--- src/rtl/adc_trig_recorder_pkg.sv ---
// Shared types and constants for the AD9284 triggered capture recorder.
// A capture word carries NUM_LANES offset-binary samples of LANE_W bits each.
package adc_trig_recorder_pkg;

   localparam int ADDR_W_DEF = 10;
   localparam int NUM_LANES  = 8;
   localparam int LANE_W     = 8;
   localparam int WORD_W     = NUM_LANES * LANE_W;

   typedef enum logic [2:0] {
      ST_IDLE,
      ST_PRE,
      ST_WAIT,
      ST_POST,
      ST_DONE
   } state_e;

endpackage

--- src/rtl/adc_level_detect.sv ---
// Per-word level detector: a word is "above" when any lane reaches the threshold;
// hit is a registered rising edge of that flag at word granularity.
module adc_level_detect
   import adc_trig_recorder_pkg::*;
(
   input  logic                                dclk,
   input  logic                                rst,
   input  logic [NUM_LANES-1:0][LANE_W-1:0]    din,
   input  logic [LANE_W-1:0]                   trig_level,
   output logic                                hit
);

   logic [NUM_LANES-1:0] lane_ge;
   logic                 above;
   logic                 above_prev;

   for (genvar g = 0; g < NUM_LANES; g++) begin : g_lane
      assign lane_ge[g] = (din[g] >= trig_level);
   end

   assign above = |lane_ge;

   // History starts high so the first word after reset can never look like an edge.
   always_ff @(posedge dclk or posedge rst) begin
      if (rst) begin
         above_prev <= 1'b1;
         hit        <= 1'b0;
      end else begin
         above_prev <= above;
         hit        <= above & ~above_prev;
      end
   end

endmodule

--- src/rtl/adc_trig_recorder.sv ---
// Triggered capture controller: circular pre-trigger history, level/forced trigger,
// bounded post-trigger window, written through a BRAM write port two cycles after din.
module adc_trig_recorder
   import adc_trig_recorder_pkg::*;
#(
   parameter int ADDR_W = ADDR_W_DEF
) (
   input  logic              dclk,
   input  logic              rst,
   input  logic [WORD_W-1:0] din,
   input  logic              arm,
   input  logic              abort,
   input  logic              force_trig,
   input  logic [LANE_W-1:0] trig_level,
   input  logic [ADDR_W-1:0] pre_len,
   input  logic [ADDR_W-1:0] post_len,
   output logic              mem_we,
   output logic [ADDR_W-1:0] mem_addr,
   output logic [WORD_W-1:0] mem_wdata,
   output logic              busy,
   output logic              done,
   output logic [ADDR_W-1:0] trig_addr
);

   localparam logic [ADDR_W-1:0] ONE = ADDR_W'(1);

   state_e            state, state_nx;
   logic [WORD_W-1:0] din_q;
   logic              hit_q;
   logic [ADDR_W-1:0] wr_ptr, fill_cnt, post_cnt, pre_q, post_q;
   logic [ADDR_W-1:0] post_room, post_clamp;
   logic              pre_full, post_full, trig_req;
   logic              in_acq, start, wr_en, trig_fire, busy_nx, done_nx;

   // DEPTH-1-pre_len is the bitwise complement of pre_len in ADDR_W bits.
   assign post_room  = ~pre_len;
   assign post_clamp = (post_len < post_room) ? post_len : post_room;

   assign pre_full  = (pre_q == '0) || ((fill_cnt + ONE) == pre_q);
   assign post_full = ((post_cnt + ONE) == post_q);
   assign trig_req  = hit_q | force_trig;

   adc_level_detect u_level (
      .dclk       (dclk),
      .rst        (rst),
      .din        (din),
      .trig_level (trig_level),
      .hit        (hit_q)
   );

   // Stage 1: hold the word alongside its registered hit flag.
   always_ff @(posedge dclk or posedge rst) begin
      if (rst) din_q <= '0;
      else     din_q <= din;
   end

   always_ff @(posedge dclk or posedge rst) begin
      if (rst) state <= ST_IDLE;
      else     state <= state_nx;
   end

   always_comb begin
      state_nx = state;
      case (state)
         ST_IDLE, ST_DONE: if (arm) state_nx = ST_PRE;
         ST_PRE:           if (pre_full) state_nx = ST_WAIT;
         ST_WAIT:          if (trig_req) state_nx = (post_q == '0) ? ST_DONE : ST_POST;
         ST_POST:          if (post_full) state_nx = ST_DONE;
         default:          state_nx = ST_IDLE;
      endcase
      if (abort) state_nx = ST_IDLE;
   end

   always_comb begin
      in_acq    = (state == ST_PRE) || (state == ST_WAIT) || (state == ST_POST);
      start     = arm && !abort && ((state == ST_IDLE) || (state == ST_DONE));
      wr_en     = in_acq && !abort;
      trig_fire = (state == ST_WAIT) && trig_req && !abort;
      busy_nx   = (state_nx == ST_PRE) || (state_nx == ST_WAIT) || (state_nx == ST_POST);
      // done trails the state by one cycle so it rises exactly as mem_we falls.
      done_nx   = (state == ST_DONE) && !abort && !arm;
   end

   // Stage 2: write port, counters and status, all registered.
   always_ff @(posedge dclk or posedge rst) begin
      if (rst) begin
         mem_we    <= 1'b0;
         mem_addr  <= '0;
         mem_wdata <= '0;
         busy      <= 1'b0;
         done      <= 1'b0;
         trig_addr <= '0;
         wr_ptr    <= '0;
         fill_cnt  <= '0;
         post_cnt  <= '0;
         pre_q     <= '0;
         post_q    <= '0;
      end else begin
         mem_we <= wr_en;
         busy   <= busy_nx;
         done   <= done_nx;
         if (start) begin
            pre_q    <= pre_len;
            post_q   <= post_clamp;
            wr_ptr   <= '0;
            fill_cnt <= '0;
            post_cnt <= '0;
            mem_addr <= '0;
         end
         if (wr_en) begin
            mem_addr  <= wr_ptr;
            mem_wdata <= din_q;
            wr_ptr    <= wr_ptr + ONE;
         end
         if (wr_en && (state == ST_PRE))  fill_cnt <= fill_cnt + ONE;
         if (wr_en && (state == ST_POST)) post_cnt <= post_cnt + ONE;
         if (trig_fire)                   trig_addr <= wr_ptr;
      end
   end

endmodule
--- config.mk ---
export PLATFORM = sky130hd
export DESIGN_NAME = adc_trig_recorder
export DESIGN_NICKNAME = d
export VERILOG_FILES = /design/src/rtl/adc_trig_recorder_pkg.sv /design/src/rtl/adc_level_detect.sv /design/src/rtl/adc_trig_recorder.sv
export SDC_FILE = /design/constraint.sdc
export NUM_CORES = 1
export LEC_CHECK = 0
export CORE_ASPECT_RATIO = 0.5
export CORE_MARGIN = 2
export CORE_UTILIZATION = 40
export CTS_BUF_LIST = sky130_fd_sc_hd__clkbuf_8 sky130_fd_sc_hd__clkbuf_16
export DETAILED_ROUTE_END_ITERATION = 8
export PLACE_DENSITY = 0.7
export SLEW_MARGIN = 10
export SYNTH_ARGS = -nofsm -noshare
export SYNTH_HDL_FRONTEND = slang
export SYNTH_HIERARCHICAL = 1
export SYNTH_SLANG_ARGS = --single-unit
--- constraint.sdc ---
create_clock -name dclk -period 8.5 [get_ports dclk]
set_input_delay 0.85 -clock dclk [delete_from_list [all_inputs] [get_ports dclk]]
set_output_delay 0.85 -clock dclk [all_outputs]
set_load 0.05 [all_outputs]
---- Word level (Yosys, flattened, before mapping) ----
Cells that the tools add are included.
word-level totals
  bits of input ports ..................... 97
  bits in registers ....................... 206
  word-level logic and storage cells ...... 78
  output and inout bits ................... 87
cells by class
  order comparisons ....................... 9
  equal/unequal tests ..................... 9
  muxes and demuxes ....................... 13
  bitwise logic cells ..................... 4
  reductions and logical operators ........ 25
  add/sub/neg operators ................... 3
operator list
  operator                                       count
  >= comparator 8 bit                            8
  two-way mux 10 bit                             6
  adder 10 x 1 -> 10 bit, second input constant  3
  == test 10 bit                                 2
  zero test 10 bit                               2
  two-way mux 3 bit                              6
  == test 3 x 2 -> 1 bit, second input constant  4
  case mux 3 bit (4 select lines)                1
  less-than comparator 10 bit                    1
  NOT 10 bit                                     1
  logical AND 1 bit                              9
  OR reduction 8 bit                             1
  == test 3 x 1 -> 1 bit, second input constant  2
  logical OR 1 bit                               6
  nonzero test 2 bit                             3
  == test 3 bit, second input constant           1
  zero test 3 bit                                1
  zero test 1 bit                                2
  OR reduction 2 bit                             1
  AND 1 bit                                      1
  NOT 1 bit                                      1
  OR 1 bit                                       1

---- Logic depth before layout (Yosys ltp) ----
Gate-level depths: netlist of run 1.
  depth in word-level cells ............... 9
  gate-level depth with buffers ........... 9
  depth with buffers taken out ............ 8

---- Modules after synthesis ----
The synthesis of run 1 kept the hierarchy.
by module, submodules not included
  module             cells each  seq. area each (um^2)  times used  area each (um^2)
  adc_trig_recorder  770         5104.9                 1           8090.3
  adc_level_detect   163         51.3                   1           1401.3

---- Worst setup path before layout of run 1 ----
Ideal clock, no wire load.
  path kind ............................... in2reg
  start ................................... input port trig_level[5]
  end ..................................... register u_level.hit
  path slack .............................. 5896 ps
  arrival ................................. 2454 ps
  data required time ...................... 8351 ps
  stages on the path ...................... 7
  setup time .............................. 149 ps
  path buffers ............................ 0
  path through ............................ inv_1 -> ha_1 -> a21oi_2 -> o22ai_1 -> or4_1 -> nor4_1 -> a41oi_1
on the way
  word-level cells in the longest chain between the ends .. 3
  elaborated cells on any way between the ends .. 10
  classes of those cells .................. 8 x order compare; 1 x bitwise; 1 x reduce/logical
RTL lines
  element               line                     text
  start, declared       adc_trig_recorder.sv:14  input logic [LANE_W-1:0] trig_level,
  >= comparator 8 bit   adc_level_detect.sv:18   assign lane_ge[g] = (din[g] >= trig_level);
  OR reduction 8 bit *  adc_level_detect.sv:21   assign above = |lane_ge;
  AND 1 bit *           adc_level_detect.sv:30   hit <= above & ~above_prev;
  end signal, assigned  adc_level_detect.sv:30
  end, declared         adc_level_detect.sv:10   output logic hit
Mark *: on every way between the ends. The rest lies on a longest branch, timed or not.
A chain may end at the register's enable or synchronous reset.

---- Final worst setup path of run 1 ----
  start ................................... input port abort
  end ..................................... register wr_ptr[4]
on the way
  word-level cells in the longest chain between the ends .. 4
  elaborated cells on any way between the ends .. 6
  classes of those cells .................. 1 x mux; 5 x reduce/logical
RTL lines
  element                         line                                              text
  start, declared                 adc_trig_recorder.sv:12                           input logic abort,
  zero test 1 bit *               adc_trig_recorder.sv:76, adc_trig_recorder.sv:77
  logical AND 1 bit (2 in a row)  adc_trig_recorder.sv:76                           start = arm && !abort && ((state == ST_IDLE) || (state == ST_DONE));
  nonzero test 2 bit (no line)    n/a
  end signal, assigned            adc_trig_recorder.sv:113                          wr_ptr <= wr_ptr + ONE;
  end, declared                   adc_trig_recorder.sv:30                           logic [ADDR_W-1:0] wr_ptr, fill_cnt, post_cnt, pre_q, post_q;
Marks and branches as above.

==> reports/summary.txt, run 1 <==
Final Wtd Congestion: 0.838
CTS Root Cell: clkbuf_16
PD cells: 284 nW/um^2
setup ws final: 5270 ps
# rows: 39
post-route setup TNS: 0 ps
max-cap violation count: 0
Leakage: 5.83 nW
worst slack, placed: 4800 ps
sequential fraction of the synthesis area: 0.543
Sw Share: 0.376
Post-Syn Area: 9490 sq um
Tot GR Track Use: 0.194
Post-synth EDFFs: 0
fmax: 310 MHz
Worst path top cell family by delay: buffers and inverters
clk buf depth: 3
syn nets: 1,106
Critical-path top delay cell: nor2_1
post-CTS sizing: 0
Nets: 1,278
startpoint types: input port
vias per cell: 5.17
syn_area_per_cell: 10.2 sq um
CORE AREA: 23,000 sq um
hpwl dp: 17,200 microns
postcts setup bufs: 0
worst slew pin tran: 1180 ps
Pint: 2.19 mW
critical-path cell list: clkdlybuf4s50_1 > nor2_1 > o21ai_4 > buf_4 > inv_2 > nor2_1 > o21ai_0 > o21ai_0
CTS tree: built
fin crit period: 3230 ps
critical path arrival: 3630 ps
synth unique cells: 61
initial antenna violation count: 0
die width: 222 microns
Fin. Hold Viols: 0
drt pass-1 iters: 5
Max IR drop VDD: 0.194 mV
Routed WL: 24,200 microns
Clock Skew: 19.9 ps
total grt overflow: 0
vias in the first global route: 7,335
largest net degree at the start of global routing: 118
Ys Warns: 6
Initial Util: 0.412
Vias: 7,372
hold slack: 428 ps
final setup fails: 0
die area: 25,100 sq um
RSZ-0062 raised after global routing: no
ANT cells: 0
Yosys reg bits: 206
Critical Path Fanout Max: 74
max incr delay on CP: 920 ps
hold_buf cts: 0
clock share of power: 0.284
layout cells sized above 1: 0.0500
drt drc: 0
switching power: 1.32 mW
main flop type after synthesis: dfrtp_1
clock-pin slew on the worst setup and hold paths: 70 ps
Finished Cell Area: 12,300 sq um
Sequential Power Share: 0.372
WL per Instance: 17.0 microns
Comb power frac: 0.344
Final ANT Viol Nets: 0
DR iter-0 viols: 449
CP Capture Type: register
most numerous cell in the Yosys netlist: nand2_1
Synth-to-Final Area Change: 30.0%
Synth area leader: dfrtp_1
CP Data Required Time: 8910 ps
global-route wire length before repair: 38,800 microns
Num CTS Buffers: 20
Post-Syn Instances: 933
H-tree levels: 1
final number of max-transition violations: 0
Tcrit/Tclk final: 0.380
final core occ: 0.536
status: finished, final reports clean
worst path bufs/invs: 3
post-synth top area share: 0.540
Inst Count DP: 1,390
Synth async-reset ratio: 1.00
top post-synthesis cells by area: dfrtp_1 (54%), nand2_1 (10%), ha_1 (10%)
Crit Path Class: in -> reg
synth cell count leaders: nand2_1 (256), dfrtp_1 (205), ha_1 (76)
slew margin rel.: 0.214
clock sinks: 206
Worst-Skew Late Latency: 510 ps
Die Span Y: 113 microns
Tot Pwr: 3.51 mW
Port Buf Inserts: 183
Top Ports: 184
post-route insts no fill: 1,426
worst hold-check path type: reg -> reg
placed cell area: 11,600 sq um
layout make-up:
cell class | count | area [sq um]
Sequential cell | 206 | 5160
Clock buffer | 26 | 583
Multi-Input combinational cell | 662 | 4080
Fill cell | 2034 | 10700
Clock inverter | 10 | 163
Tap cell | 307 | 384
Timing Repair Buffer | 186 | 1850
Inverter | 29 | 116
tightest hold or removal path: stages, from the launching register on:
cell	delay, ps
dfrtp_1	320
nand2_1	40
nand2_1	50
routing by layer:
metal,vias up,global-route usage,part of all wire
li1,3553,-,-
met1,3641,0.254,0.45
met2,147,0.344,0.50
met3,31,0.0322,0.035
met4,0,0.0383,0.016
met5,-,0,0
path summary, 6_finish.rpt:
kind / start / to / slack, ps / depth (start not counted)
min in group asynchronous: rst / u_level/hit$_DFF_PP0_ / 640 / 2
max in group asynchronous: rst / mem_addr[8]$_DFFE_PP0P_ / 6010 / 3
setup / recovery: abort / wr_ptr[4]$_DFFE_PP0P_ / 5270 / 8
hold / removal: din_q[51]$_DFF_PP0_ / mem_wdata[51]$_DFFE_PP0P_ / 430 / 2
hold reg to reg: din_q[51]$_DFF_PP0_ / mem_wdata[51]$_DFFE_PP0P_ / 430 / 2
setup reg to reg: state[0]$_DFF_PP0_ / wr_ptr[4]$_DFFE_PP0P_ / 5650 / 6
cell usage in the layout, fill, tap and decap left out, types with 3 or more instances in the layout:
cell type        count
buf_4                3
or4_1                4
xor2_1              10
nor2_1              37
nand2b_1            13
mux2_2              10
nor3b_1              3
bufinv_16            4
o21ai_0             73
ha_1                76
a22o_1              13
xnor2_1             16
nor4_1               6
nand4_1             11
o21a_1               3
nor3_1               6
dfrtp_1            205
a21oi_1             11
inv_1               29
a21o_1               5
clkdlybuf4s50_1    183
nand2_1            256
mux2i_1             11
o22ai_1              3
nor2b_1              4
o31ai_1              6
a31oi_1              6
a211o_1              6
clkbuf_8             6
and2_1               4
a2111oi_0            3
and3_1              10
a211oi_1             5
clkbuf_16           20
nand3_1             17
kinds of logic (layout without fill, tap and decap cells):
kind of cell / Yosys count / in the layout / share of synthesized area
flops: 206 / 206 / 0.543
xor+xnor: 26 / 26 / 0.0240
buf+inv: 65 / 251 / 0.0277
mux: 21 / 21 / 0.0235
simple gates: 383 / 383 / 0.176
compound gates: 156 / 156 / 0.105
fa+ha+maj: 76 / 76 / 0.100
power groups by stage:
stage               sequential (mW)  clock [mW]  combinational [mW]
floorplan                      1.76           0               0.325
global placement               1.32           0                1.19
detailed placement             1.32           0                1.21
CTS                            1.31        1.02                1.22
global route                   1.33        1.06                1.29
finish                         1.30       0.997                1.21
flip-flops by register name, summed over array words and instances, names as in the netlist:
signal / count
busy: 1
din_q: 64
done: 1
fill_cnt: 10
mem_addr: 10
mem_wdata: 64
mem_we: 1
post_cnt: 10
post_q: 10
pre_q: 10
state: 3
trig_addr: 10
u_level/above_prev: 1
u_level/hit: 1
wr_ptr: 10
Power figures use the tool's default switching activity.
==> run 2, diff against run 1 <==
- clock period: 8.5 -> 3.07 ns (I/O delays scaled with it)
==> reports/summary.txt, run 2 (same netlist as run 1, synthesis figures left out) <==
Final Wtd Congestion: 0.858
Clock Skew: 11.7 ps
worst slew pin tran: 1200 ps
clk buf depth: 3
Critical Path Fanout Max: 7
Initial Util: 0.412
largest net degree at the start of global routing: 85
CTS tree: built
drt pass-1 iters: 7
status: finished, final reports clean
hold_buf cts: 0
# rows: 39
Fin. Hold Viols: 0
H-tree levels: 1
area of the multi-input gates: 4080 sq um
Nets: 1,283
clock-pin slew on the worst setup and hold paths: 70 ps
Leakage: 5.81 nW
Synth-to-Final Area Change: 29.4%
CORE AREA: 23,000 sq um
CTS Root Cell: clkbuf_16
fin crit period: 2400 ps
WL per Instance: 16.7 microns
Vias: 7,337
Finished Cell Area: 12,300 sq um
final number of max-transition violations: 0
layout cells sized above 1: 0.0499
Seq. cell area: 5160 sq um
Port Buf Inserts: 183
RSZ-0062 raised after global routing: no
Tcrit/Tclk final: 0.783
most common cell after layout, fill and taps aside: nand2_1
initial antenna violation count: 2
die area: 25,100 sq um
Max IR drop VDD: 0.583 mV
Worst path top cell family by delay: compound AO/OA/AOI/OAI gates
startpoint types: register
vias in the first global route: 7,320
final setup fails: 0
Final ANT Viol Nets: 0
CP Capture Type: register
vias per cell: 5.13
clock sinks: 206
slew margin rel.: 0.198
total grt overflow: 0
Regs by FF count: din_q x64, mem_wdata x64
Crit. path cell count: 7
drt drc: 0
hpwl dp: 17,300 microns
final core occ: 0.533
critical-path cell list: ha_1 > and4_1 > a21boi_0 > and3b_1 > o31a_1 > o31ai_1 > o221ai_1
postcts setup bufs: 0
critical path arrival: 2750 ps
die width: 222 microns
PD cells: 755 nW/um^2
max-cap violation count: 0
post-route setup TNS: 0 ps
R2R cell count: 7
Tot GR Track Use: 0.193
worst hold-check path type: in -> async
Routed WL: 23,900 microns
max incr delay on CP: 440 ps
global-route wire length before repair: 38,500 microns
most frequent cells in the layout: nand2_1 (256), dfrtp_1 (205), clkdlybuf4s50_1 (183)
Die Span Y: 113 microns
placed cell area: 11,700 sq um
Worst-Skew Late Latency: 510 ps
CP Data Required Time: 3420 ps
DR iter-0 viols: 615
Crit Path Class: reg -> reg
post-CTS sizing: 0
Fillers: 2,017
Critical-path top delay cell: dfrtp_1
fmax: 416 MHz
Num CTS Buffers: 20
worst path bufs/invs: 0
Top Ports: 184
==> run 2: cell count changes in the layout (fill, tap and decap cells not counted), sizes merged, moves of 2 or more <==
cell,previous run,this run
diode,0,2
inv,31,33
clkbuf,26,23
buf,3,8
clkinv,4,6
bufinv,4,0
==> run 2: area by class of cell <==
class	count	share of cell area
sequential	206	0.420
multi-input combinational	662	0.333
timing repair buffer	191	0.157
clock buffer	23	0.0441
tap	307	0.0313
inverter	29	0.00917
clock inverter	11	0.00550
antenna	2	0.000408
==> run 2: path summary, 6_finish.rpt <==
path                                         startpoint  slack, ps                   endpoint
worst max-delay path            fill_cnt[0]$_DFFE_PP0P_        670         state[0]$_DFF_PP0_
worst max register to register  fill_cnt[0]$_DFFE_PP0P_        670         state[0]$_DFF_PP0_
max in group asynchronous                           rst       2240      post_q[7]$_DFFE_PP0P_
min in group dclk                               din[48]        270        din_q[48]$_DFF_PP0_
worst min-delay path                                rst         40      u_level/hit$_DFF_PP0_
worst min register to register      din_q[61]$_DFF_PP0_        430  mem_wdata[61]$_DFFE_PP0P_
==> run 2: power breakdown <==
part           leakage (nW)  internal (mW)  switching, mW
clock network         0.322           1.27           1.05
registers              2.59           3.23          0.363
logic                  2.90           1.16           2.20
==> run 2: worst register-to-register path, stage by stage, from the launching register on <==
cell      delay [ps]
dfrtp_1          440
ha_1             290
and4_1           250
a21boi_0         220
and3b_1          200
o31a_1           280
o31ai_1          370
o221ai_1         200
==> run 2: metrics by stage <==
step	instances	worst slack [ps]	total power, mW	hold slack (ps)
after global placement	1395	322	6.96	418
after CTS	1429	640	9.38	29.0
after floorplan	933	119	5.76	47.5
final	1431	667	9.28	44.2
after global routing	1431	468	9.75	50.6
after detailed placement	1395	305	7.02	419
==> run 2: routing by layer <==
metal | share of wire | vias up | GRT usage
met5 | 0 | - | 0
met4 | 0.020 | 0 | 0.0509
met3 | 0.044 | 37 | 0.0382
met2 | 0.50 | 147 | 0.337
met1 | 0.44 | 3596 | 0.248
li1 | - | 3557 | -
==> run 3, diff against run 2 <==
- PLACE_DENSITY: 0.7 -> 0.73
- clock period: 3.07 -> 2.2 ns (I/O delays scaled with it)
==> reports/summary.txt, run 3 (same netlist as run 1, synthesis figures left out) <==
Crit Path Class: in -> reg
hold slack: 174 ps
switching power: 5.11 mW
most common cell after layout, fill and taps aside: nand2_1
post-route setup TNS: 0 ps
Routed WL: 24,300 microns
Critical Path Fanout Max: 8
die width: 222 microns
slew margin rel.: 0.497
Sw Share: 0.382
DR iter-0 viols: 530
Port Buf Inserts: 183
Nets: 1,340
CTS Root Cell: clkbuf_16
most frequent cells in the layout: nand2_1 (256), dfrtp_1 (204), clkdlybuf4s50_1 (183)
Final ANT Viol Nets: 0
worst slack, placed: -490 ps
Tot Pwr: 13.4 mW
clock sinks: 206
worst slew pin tran: 754 ps
startpoint types: input port
largest net degree at the start of global routing: 80
PD cells: 1040 nW/um^2
Max IR drop VDD: 0.628 mV
Finished Cell Area: 12,900 sq um
Final Wtd Congestion: 0.866
Inst Count DP: 1,450
drt pass-1 iters: 5
total grt overflow: 0
vias in the first global route: 7,662
setup ws final: 27.6 ps
status: finished, final reports clean
Worst-Skew Late Latency: 520 ps
final setup fails: 0
placed cell area: 12,100 sq um
Tot GR Track Use: 0.197
Fin. Hold Viols: 0
Clock Skew: 23.8 ps
layout cells sized above 1: 0.108
# rows: 39
vias per cell: 5.06
Top Ports: 184
Initial Util: 0.412
Vias: 7,543
CORE AREA: 23,000 sq um
Die Span Y: 113 microns
drt drc: 0
Tcrit/Tclk final: 0.987
worst hold-check path type: in -> reg
fin crit period: 2170 ps
clock share of power: 0.264
clock-pin slew on the worst setup and hold paths: 70 ps
initial antenna violation count: 3
H-tree levels: 1
WL per Instance: 16.3 microns
critical path arrival: 2550 ps
final core occ: 0.558
Leakage: 6.12 nW
global-route wire length before repair: 39,600 microns
max-cap violation count: 0
CP Data Required Time: 2580 ps
Sequential Power Share: 0.372
Synth-to-Final Area Change: 35.4%
hpwl dp: 17,700 microns
post-route insts no fill: 1,491
die area: 25,100 sq um
Pint: 8.28 mW
Regs by FF count: din_q x64, mem_wdata x64
Num CTS Buffers: 20
fmax: 460 MHz
Comb power frac: 0.364
CTS tree: built
CP Capture Type: register
final number of max-transition violations: 0
clk buf depth: 3
[run 3: cell types whose count changed in the layout (fill, tap and decap cells not counted), sizes merged]
cell / previous run / this run
buf: 8 / 64
bufinv: 0 / 3
clkbuf: 23 / 20
clkinv: 6 / 8
clkinvlp: 1 / 2
diode: 2 / 3
dlygate4sd3: 0 / 1
inv: 33 / 32
[run 3: critical path: stages]
cell             delay (ps)
clkdlybuf4s50_1         500
inv_2                   110
ha_1                    310
a21oi_1                 180
o22ai_1                 100
or4_1                   530
nor4_2                  330
buf_4                   160
a41oi_1                 100
[run 3: worst paths after layout]
path	cells after the start	from	to	slack, ps
worst min register to register	2	din_q[31]$_DFF_PP0_	mem_wdata[31]$_DFFE_PP0P_	440
max in group asynchronous	4	rst	din_q[28]$_DFF_PP0_	970
worst max register to register	9	post_cnt[0]$_DFFE_PP0P_	state[1]$_DFF_PP0_	100
worst min-delay path	1	din[8]	din_q[8]$_DFF_PP0_	170
worst max-delay path	9	trig_level[5]	u_level/hit$_DFF_PP0_	30
min in group asynchronous	3	rst	u_level/hit$_DFF_PP0_	530
[run 3: layout make-up]
type | instances | area (sq um)
Timing Repair Buffer | 248 | 2380
Antenna cell | 3 | 7.51
Tap cell | 307 | 384
Clock buffer | 20 | 500
Sequential cell | 206 | 5160
Clock inverter | 16 | 164
Multi-Input combinational cell | 662 | 4140
Fill cell | 1992 | 10200
Inverter | 29 | 113
[run 3: repair_timing]
item / 4_1_cts / 5_1_grt
buffers inserted: 0 / 1
hold endpoints to repair: 3 / 0
endpoints found under the setup margin: 11 / 5
cloned: 0 / 0
hold buffers: 1 / 0
pin swaps: 3 / 1
gates resized for setup: 8 / 8
[run 3: power groups by stage]
stage | sequential (mW) | clock (mW) | combinational, mW
after global routing | 5.08 | 3.81 | 5.19
after global placement | 5.03 | 0 | 4.79
after floorplan | 6.78 | 0 | 1.26
after detailed placement | 5.04 | 0 | 4.87
after CTS | 4.99 | 3.64 | 4.90
final | 4.98 | 3.54 | 4.87
[run 3: per-layer routing]
| layer | global-route usage | vias up | wire (microns) |
|---|---|---|---|
| li1 | - | 3683 | - |
| met1 | 0.252 | 3685 | 10800 |
| met2 | 0.342 | 140 | 12000 |
| met3 | 0.0413 | 35 | 1110 |
| met4 | 0.0554 | 0 | 489 |
| met5 | 0 | - | 0 |
